==> src/rtl/i2s_dac_tx.sv <==
// I2S transmitter: stereo frame FIFO, codec-mastered BCLK/LRCK sync, MSB-first serializer.
// Build option I2S_UNDERRUN_HOLD_EN: on underrun repeat the last frame instead of sending silence.
module i2s_dac_tx #(
  parameter int DATA_WIDTH  = 24,
  parameter int FIFO_DEPTH  = 4,
  parameter int SYNC_STAGES = 2
) (
  input  logic                          clk,
  input  logic                          reset_n,
  input  logic [DATA_WIDTH-1:0]         left_in,
  input  logic [DATA_WIDTH-1:0]         right_in,
  input  logic                          in_valid,
  output logic                          in_ready,
  input  logic                          AUD_BCLK,
  input  logic                          AUD_DACLRCK,
  output logic                          AUD_DACDAT,
  output logic [$clog2(FIFO_DEPTH):0]   fifo_level,
  output logic                          underrun,
  input  logic                          clear_underrun
);

  localparam int AW = $clog2(FIFO_DEPTH);
  localparam int LW = AW + 1;
  localparam int CW = $clog2(DATA_WIDTH + 1);

  typedef enum logic {WAIT_SYNC, RUN} state_t;

  logic [SYNC_STAGES-1:0] bclk_sync, lrck_sync;
  logic                   bclk_s, lrck_s, bclk_prev, lrck_q;
  logic                   bclk_fall, boundary, left_bnd, right_bnd;

  logic [DATA_WIDTH-1:0]  mem_l [FIFO_DEPTH];
  logic [DATA_WIDTH-1:0]  mem_r [FIFO_DEPTH];
  logic [AW-1:0]          wr_ptr, rd_ptr;
  logic [LW-1:0]          level, level_nxt;
  logic                   ready_q, push, pop;

  state_t                 state, state_nxt;
  logic [DATA_WIDTH-1:0]  shift, shift_nxt, hold_l, hold_l_nxt, hold_r, hold_r_nxt;
  logic [CW-1:0]          bit_cnt, bit_cnt_nxt;
  logic                   dat, dat_nxt, left_go, under_set;

  assign bclk_s    = bclk_sync[SYNC_STAGES-1];
  assign lrck_s    = lrck_sync[SYNC_STAGES-1];
  assign bclk_fall = bclk_prev & ~bclk_s;
  assign boundary  = bclk_fall & (lrck_s != lrck_q);
  assign left_bnd  = boundary & ~lrck_s;
  assign right_bnd = boundary & lrck_s;

  always_ff @(posedge clk or negedge reset_n) begin
    if (!reset_n) begin
      bclk_sync <= '0;
      lrck_sync <= '0;
      bclk_prev <= 1'b0;
      lrck_q    <= 1'b0;
    end else begin
      bclk_sync <= {bclk_sync[SYNC_STAGES-2:0], AUD_BCLK};
      lrck_sync <= {lrck_sync[SYNC_STAGES-2:0], AUD_DACLRCK};
      bclk_prev <= bclk_s;
      if (bclk_fall) lrck_q <= lrck_s;
    end
  end

  // FIFO: ready is registered, so a full FIFO refuses a push even when it pops that cycle
  assign push = in_valid & ready_q;

  always_comb begin
    level_nxt = level;
    case ({push, pop})
      2'b10:   level_nxt = level + LW'(1);
      2'b01:   level_nxt = level - LW'(1);
      default: level_nxt = level;
    endcase
  end

  always_ff @(posedge clk) begin
    if (push) begin
      mem_l[wr_ptr] <= left_in;
      mem_r[wr_ptr] <= right_in;
    end
  end

  always_ff @(posedge clk or negedge reset_n) begin
    if (!reset_n) begin
      wr_ptr  <= '0;
      rd_ptr  <= '0;
      level   <= '0;
      ready_q <= 1'b0;
    end else begin
      if (push) wr_ptr <= wr_ptr + AW'(1);
      if (pop)  rd_ptr <= rd_ptr + AW'(1);
      level   <= level_nxt;
      ready_q <= (level_nxt != LW'(FIFO_DEPTH));
    end
  end

  // Next-state and datapath; WAIT_SYNC treats its exit boundary as a normal left boundary
  always_comb begin
    state_nxt   = state;
    shift_nxt   = shift;
    hold_l_nxt  = hold_l;
    hold_r_nxt  = hold_r;
    bit_cnt_nxt = bit_cnt;
    dat_nxt     = dat;
    left_go     = 1'b0;
    under_set   = 1'b0;
    pop         = 1'b0;
    case (state)
      WAIT_SYNC: begin
        dat_nxt = 1'b0;
        if (left_bnd) begin
          state_nxt = RUN;
          left_go   = 1'b1;
        end
      end
      RUN: begin
        if (left_bnd) begin
          left_go = 1'b1;
        end else if (right_bnd) begin
          shift_nxt   = hold_r;
          bit_cnt_nxt = '0;
          dat_nxt     = 1'b0;
        end else if (bclk_fall) begin
          if (bit_cnt < CW'(DATA_WIDTH)) begin
            dat_nxt     = shift[DATA_WIDTH-1];
            shift_nxt   = {shift[DATA_WIDTH-2:0], 1'b0};
            bit_cnt_nxt = bit_cnt + CW'(1);
          end else begin
            dat_nxt = 1'b0;
          end
        end
      end
      default: state_nxt = WAIT_SYNC;
    endcase
    if (left_go) begin
      if (level != '0) begin
        pop        = 1'b1;
        hold_l_nxt = mem_l[rd_ptr];
        hold_r_nxt = mem_r[rd_ptr];
      end else begin
        under_set  = 1'b1;
`ifdef I2S_UNDERRUN_HOLD_EN
        hold_l_nxt = hold_l;
        hold_r_nxt = hold_r;
`else
        hold_l_nxt = '0;
        hold_r_nxt = '0;
`endif
      end
      shift_nxt   = hold_l_nxt;
      bit_cnt_nxt = '0;
      dat_nxt     = 1'b0;
    end
  end

  always_ff @(posedge clk or negedge reset_n) begin
    if (!reset_n) begin
      state    <= WAIT_SYNC;
      shift    <= '0;
      hold_l   <= '0;
      hold_r   <= '0;
      bit_cnt  <= '0;
      dat      <= 1'b0;
      underrun <= 1'b0;
    end else begin
      state   <= state_nxt;
      shift   <= shift_nxt;
      hold_l  <= hold_l_nxt;
      hold_r  <= hold_r_nxt;
      bit_cnt <= bit_cnt_nxt;
      dat     <= dat_nxt;
      if (under_set)           underrun <= 1'b1;
      else if (clear_underrun) underrun <= 1'b0;
    end
  end

  assign AUD_DACDAT = dat;
  assign in_ready   = ready_q;
  assign fifo_level = level;

endmodule
==> config.mk <==
export PLATFORM = sky130hd
export DESIGN_NAME = i2s_dac_tx
export DESIGN_NICKNAME = d
export VERILOG_FILES = /design/src/rtl/i2s_dac_tx.sv
export SDC_FILE = /design/constraint.sdc
export NUM_CORES = 1
export LEC_CHECK = 0
export ABC_CLOCK_PERIOD_IN_PS = 5200
export BUFFER_PORTS_ARGS = -buffer_cell sky130_fd_sc_hd__clkbuf_2
export CORE_ASPECT_RATIO = 0.8
export CORE_UTILIZATION = 65
export CTS_CLUSTER_DIAMETER = 120
export DETAILED_ROUTE_END_ITERATION = 7
export GPL_TIMING_DRIVEN = 0
export PLACE_DENSITY = 0.84
export SLEW_MARGIN = 20
export SYNTH_ARGS = -nofsm -noshare
export SYNTH_HDL_FRONTEND = slang
export SYNTH_SLANG_ARGS = --single-unit
export TNS_END_PERCENT = 20
==> constraint.sdc <==
create_clock -name clk -period 5.2 [get_ports clk]
set_input_delay 1.04 -clock clk [delete_from_list [all_inputs] [get_ports clk]]
set_output_delay 1.04 -clock clk [all_outputs]
set_load 0.01 [all_outputs]
# ---- Word-level counts from Yosys, hierarchy flattened
# Memory sizes are Yosys's and may differ from the RTL's.
# Cells that the tools add are included.
# Widths: inputs -> output; s select.
dict set report classes {
  addsub 5
  magnitude_cmp 1
  n_eq_ne 7
  n_mux 31
  bitwise 8
  reduce_logical 7
}
# operator n
set op_table {}
lappend op_table {{$mux 24} 8}
lappend op_table {{$mux 5} 6}
lappend op_table {{$mux 1} 15}
lappend op_table {{$reduce_bool 3->1} 3}
lappend op_table {{$pmux 3 s2} 1}
lappend op_table {{$add 5x1->5 const B} 1}
lappend op_table {{$and 1x1->1} 5}
lappend op_table {{$lt 5x5->1 const B} 1}
lappend op_table {{$add 2x1->2 const B} 2}
lappend op_table {{$ne 4x3->1 const B} 1}
lappend op_table {{$reduce_and 4->1} 1}
lappend op_table {{$reduce_bool 2->1} 2}
lappend op_table {{$add 3x1->3 const B} 1}
lappend op_table {{$ne 3x2->1 const B} 1}
lappend op_table {{$ne 3x3->1 const B} 1}
lappend op_table {{$not 1->1} 3}
lappend op_table {{$sub 3x1->3 const B} 1}
lappend op_table {{$eq 2x1->1 const B} 1}
lappend op_table {{$eq 2x2->1 const B} 1}
lappend op_table {{$ne 2x1->1 const B} 1}
lappend op_table {{$pmux 1 s2} 1}
lappend op_table {{$reduce_and 2->1} 1}
lappend op_table {{$ne 1x1->1} 1}
dict set report totals {
  ff_bits 70
  ramBits 192
  inputBits 54
  output_inout_bits 6
  n_memories 2
}
# memory depth width rd rd_clocked_by_memory_dff write_ports line
set memory_table {}
lappend memory_table {mem_l 4 24 1 0 1 32} ;# logic [DATA_WIDTH-1:0] mem_l [FIFO_DEPTH];
lappend memory_table {mem_r 4 24 1 0 1 33} ;# logic [DATA_WIDTH-1:0] mem_r [FIFO_DEPTH];

# ---- Logic depth before layout (Yosys ltp)
dict set report logic_depth {
  word_depth 9
  mapped_depth 11
  ltp_nobuf 9
}

# ---- Worst setup path before layout
# No wires, ideal clock.
dict set report synth_path {
  path_kind {input port to flip-flop}
  from {input port in_valid}
  to {memory mem_l[0][0], enable pin}
  arrival_ns 2.234
  t_required_ns 4.789
  path_slack_ns 2.555
  cell_stages 1
  path_cell_list {and3_1}
}
dict set report synth_between {
  elab_chain_cells 3
}
# item line
set synth_rtl {}
lappend synth_rtl {{from (decl)} 12} ;# input logic in_valid,
lappend synth_rtl {{$and 1x1->1} 65} ;# assign push = in_valid & ready_q;
lappend synth_rtl {{$mux 1} 77} ;# if (push) begin
lappend synth_rtl {{$mux 1 (implied by the code)} 78} ;# mem_l[wr_ptr] <= left_in;
lappend synth_rtl {{to (decl)} 32}
# No other way between the ends.

# ---- Final worst setup path
dict set report layout_path {
  from {register lrck_sync[1]}
  to {register ready_q, in the netlist in_ready}
}
dict set report layout_between {
  elab_chain_cells 8
  elab_cells_between_ends 10
}
# item line
set layout_rtl {}
lappend layout_rtl {{from (decl)} 28} ;# logic [SYNC_STAGES-1:0] bclk_sync, lrck_sync;
lappend layout_rtl {{from (signal assigned)} 58} ;# lrck_sync <= {lrck_sync[SYNC_STAGES-2:0], AUD_DACLRCK};
lappend layout_rtl {{$ne 1x1->1} 46} ;# assign boundary = bclk_fall & (lrck_s != lrck_q);
lappend layout_rtl {{$and 1x1->1} 46}
lappend layout_rtl {{$and 1x1->1 (*)} 47} ;# assign left_bnd = boundary & ~lrck_s;
lappend layout_rtl {{$mux 1 (*)} {111, 117}}
lappend layout_rtl {{$mux 1 (*)} 135} ;# if (left_go) begin
lappend layout_rtl {{named net pop} 36} ;# logic ready_q, push, pop;
lappend layout_rtl {{$eq 2x1->1 or $eq 2x2->1 (tied branches)} 69} ;# case ({push, pop})
lappend layout_rtl {{$pmux 3 s2 (*)} 69}
lappend layout_rtl {{named net level_nxt[2]} 35} ;# logic [LW-1:0] level, level_nxt;
lappend layout_rtl {{$ne 3x3->1 (*)} 93} ;# ready_q <= (level_nxt != LW'(FIFO_DEPTH));
lappend layout_rtl {{to (signal assigned)} 93}
lappend layout_rtl {{to (decl)} 36}
# Mark *: on every way through the listed nets, which the timed path passes. The rest lies on a longest branch.
# A chain may end at the register's enable or synchronous reset.

==> summary.txt <==
Layout
  – Area Growth Syn to Fin: 14.24%
  – Layout cells sized above 1: 28.95%
  – Final Cell Area: 11550 um^2
  – Filler instances: 820
  – Net count, final: 651
  – Reg area: 7517 um^2
  – ANT cells: 0
  – Multi-input gate area: 2272 um^2

Worst setup path
  – Kind of cell adding the most delay to the critical path: simple AND/OR/NAND/NOR gates
  – Worst Path Buf+Inv: 3
  – CP Launch Type: register
  – WP data required: 5.58 ns
  – Maximum fanout along the worst path: 10
  – CP Capture Type: register
  – CP max stage delay: 0.43 ns
  – Worst Path Arrival: 3.16 ns
  – Critical-path cell list: nand4bb_1 -> buf_2 -> nor2_2 -> buf_2 -> ha_1 -> inv_1 -> fa_1 -> xor2_1 -> nor2_1 -> xor2_1 -> nand2_1
  – WS Path Type: reg -> reg
  – Worst path slowest cell: dfrtp_1

Timing
  – Final hold slack: 0.3579 ns
  – Least-Margin Pin Slew: 0.7706 ns
  – Total negative slack: 0 ns
  – Tcrit/Tclk final: 53.54%
  – Max Clock Skew: 0.02258 ns
  – Slew HR: 48.62%
  – Fmax: 359.2 MHz
  – Max-slew violations: 0
  – Final Setup Violations: 0
  – Slack of the critical path: 2.416 ns
  – Unrepaired setup endpoints after global routing: no
  – Final Hold Vio Count: 0
  – Minimum clock period after layout: 2.784 ns

Drt
  – Final routed DRC violation total: 0
  – Detailed Route Iter0 Violations: 607
  – Drt first pass iters: 7
  – Routed Antenna Nets: 0
  – Routed wire length: 20150 um
  – WL/cell: 24.63 um
  – Vias: 5188
  – Vias per inst: 6.342

Placed design
  – Dpl cell area: 10800 um^2
  – Place WS: 2.455 ns
  – Number of I/O port buffers: 59
  – HPWL after DPL: 12670 um
  – GPL Wtd Cong: 0.8044

Logic synthesis
  – Simple-gate share of the synthesized area: 1.374%
  – Yosys Warn Count: 0
  – Sequential element share of the synthesized area: 74.36%
  – Post-synth net total: 561
  – Mapped Cells: 500
  – Register bit total from synthesis: 262
  – Largest family of logic cells by synthesized area: multiplexers
  – Synth cell types: 41
  – Mapped cell area: 10110 um^2
  – Compound-Gate Fraction of Synth Area: 5.408%
  – Synth Area per Inst: 20.22 um^2
  – Post-Synth Adder-Cell Area: 0.9406%
  – Mux contribution to synthesized area: 14.03%
  – Post-Synth XOR/XNOR Area: 0.5198%

Floorplanning
  – Starting Density: 66.89%
  – Core area: 15110 um^2
  – Die ar.: 16060 um^2
  – Site row count: 40
  – DIE HEIGHT: 113.5 um
  – Num ports: 60
  – Die Wd: 141.4 um

Global route
  – Vias in the first global route: 5481
  – GRT Util Overall: 26.72%
  – Largest net degree at the start of global routing: 58
  – Initial antenna violation count: 0
  – GRT Residual Overflow: 0
  – First-pass GRT wire length: 31130 um

CTS
  – CTS clk-pin slew, worst paths: 0.06 ns
  – CTS Buf Count: 24
  – Htree depth: 1
  – Clock sink total: 262
  – Post-cts resize count: 0
  – Clock Latency Late Sink: 0.51 ns
  – CTS Root Cell: clkbuf_16
  – # Post-CTS Setup Buffers: 0
  – Max clock buf depth: 3
  – Hold_buf cts: 0
  – TritonCTS clock tree: done

Flow run
  – Max cap viols: 0

Power and ir drop
  – Total power: 6.310 mW
  – Lkg Pwr: 4.264 nW
  – PD cells: 546.4 nW/um^2
  – VDD IR-drop max: 0.3439 mV

Worst hold path
  – Worst Hold Class: reg -> reg

Run status
  – Outcome: finished, final reports clean
==> registers in the layout (all words and copies together), names as in the netlist <==
name,count
mem_l,96
mem_r,96
hold_r,24
shift,24
bit_cnt,5
fifo_level,3
bclk_sync,2
lrck_sync,2
rd_ptr,2
wr_ptr,2
AUD_DACDAT,1
bclk_prev,1
in_ready,1
lrck_q,1
state,1
underrun,1
==> placed cells by master, fill, tap and decap left out, drive strengths merged, types with 5 or more instances in the layout <==
master	netlist	final
edfxtp	192	192
clkbuf	7	97
dfrtp	70	70
mux4	48	48
inv	32	32
mux2i	27	27
a22o	26	26
buf	21	26
a222oi	22	22
clkinv	0	10
nand2	6	6
ha	6	6
mux2	5	5
==> where the power goes <==
group          switching [mW]  total, mW  internal (mW)
Combinational           0.851       1.63          0.775
Sequential              0.229       3.02           2.79
Clock                   0.714       1.67          0.955
==> per-stage QoR <==
stage               util [%]  instances
finish                 76.42        818
detailed placement     71.44        774
global placement       70.58        769
CTS                    76.42        818
floorplan                  -        500
global route           76.42        818
==> layer usage <==
metal	vias to the layer above	routed length, um	global-route usage, %
li1	2213	-	-
met2	265	9678	42.28
met1	2673	8282	38.19
met3	37	1793	6.465
met5	-	0	0
met4	0	395	7.384
==> logic make-up after synthesis <==
| kind of cell | Yosys count |
|---|---|
| flops | 262 |
| mux | 80 |
| compound gates | 60 |
| buf+inv | 60 |
| simple gates | 25 |
| fa+ha+maj | 7 |
| xor+xnor | 6 |
==> Yosys cell counts, drive strengths merged <==
master	count	share of area, %
mux2i	27	2.7
ha	6	0.74
o21bai	1	0.074
a222oi	22	2.2
xnor2	3	0.26
nand4	1	0.062
nand2b	4	0.25
o41ai	1	0.087
and3	4	0.25
dfrtp	70	17
mux4	48	11
nor2	4	0.17
clkbuf	7	0.27
nor3	1	0.049
and2	1	0.062
inv	32	1.2
nand4bb	1	0.11
fa	1	0.20
nand3	2	0.099
nand2	6	0.22
a22oi	1	0.074
edfxtp	192	57
o21ai	1	0.049
xor2	3	0.26
mux2	5	0.56
a211oi	2	0.15
o22a	1	0.087
a21o	1	0.074
a31o	1	0.087
a221oi	1	0.087
nor4bb	1	0.099
a22o	26	2.3
buf	21	1.9
a21oi	2	0.21
==> final timing paths <==
kind / startpoint / to / slack (ns) / depth (start not counted)
hold reg to reg: lrck_sync[0]$_DFF_PN0_ / lrck_sync[1]$_DFF_PN0_ / 0.36 / 0
min in group asynchronous: reset_n / bit_cnt[3]$_DFFE_PN0P_ / 0.42 / 1
max in group asynchronous: reset_n / hold_r[8]$_DFFE_PN0N_ / 4.23 / 2
hold / removal: lrck_sync[0]$_DFF_PN0_ / lrck_sync[1]$_DFF_PN0_ / 0.36 / 0
setup reg to reg: lrck_sync[1]$_DFF_PN0_ / in_ready$_DFF_PN0_ / 2.42 / 11
setup / recovery: lrck_sync[1]$_DFF_PN0_ / in_ready$_DFF_PN0_ / 2.42 / 11
==> final cells by class <==
| class | count | area share (%) |
|---|---|---|
| Buffer | 28 | 1.907 |
| Clock buffer | 31 | 5.427 |
| Clock inverter | 13 | 1.083 |
| Inverter | 32 | 1.040 |
| Multi-Input combinational cell | 178 | 19.67 |
| Sequential cell | 262 | 65.09 |
| Tap cell | 210 | 2.275 |
| Timing Repair Buffer | 64 | 3.510 |
Note: power is estimated with default switching activity, not from simulation.
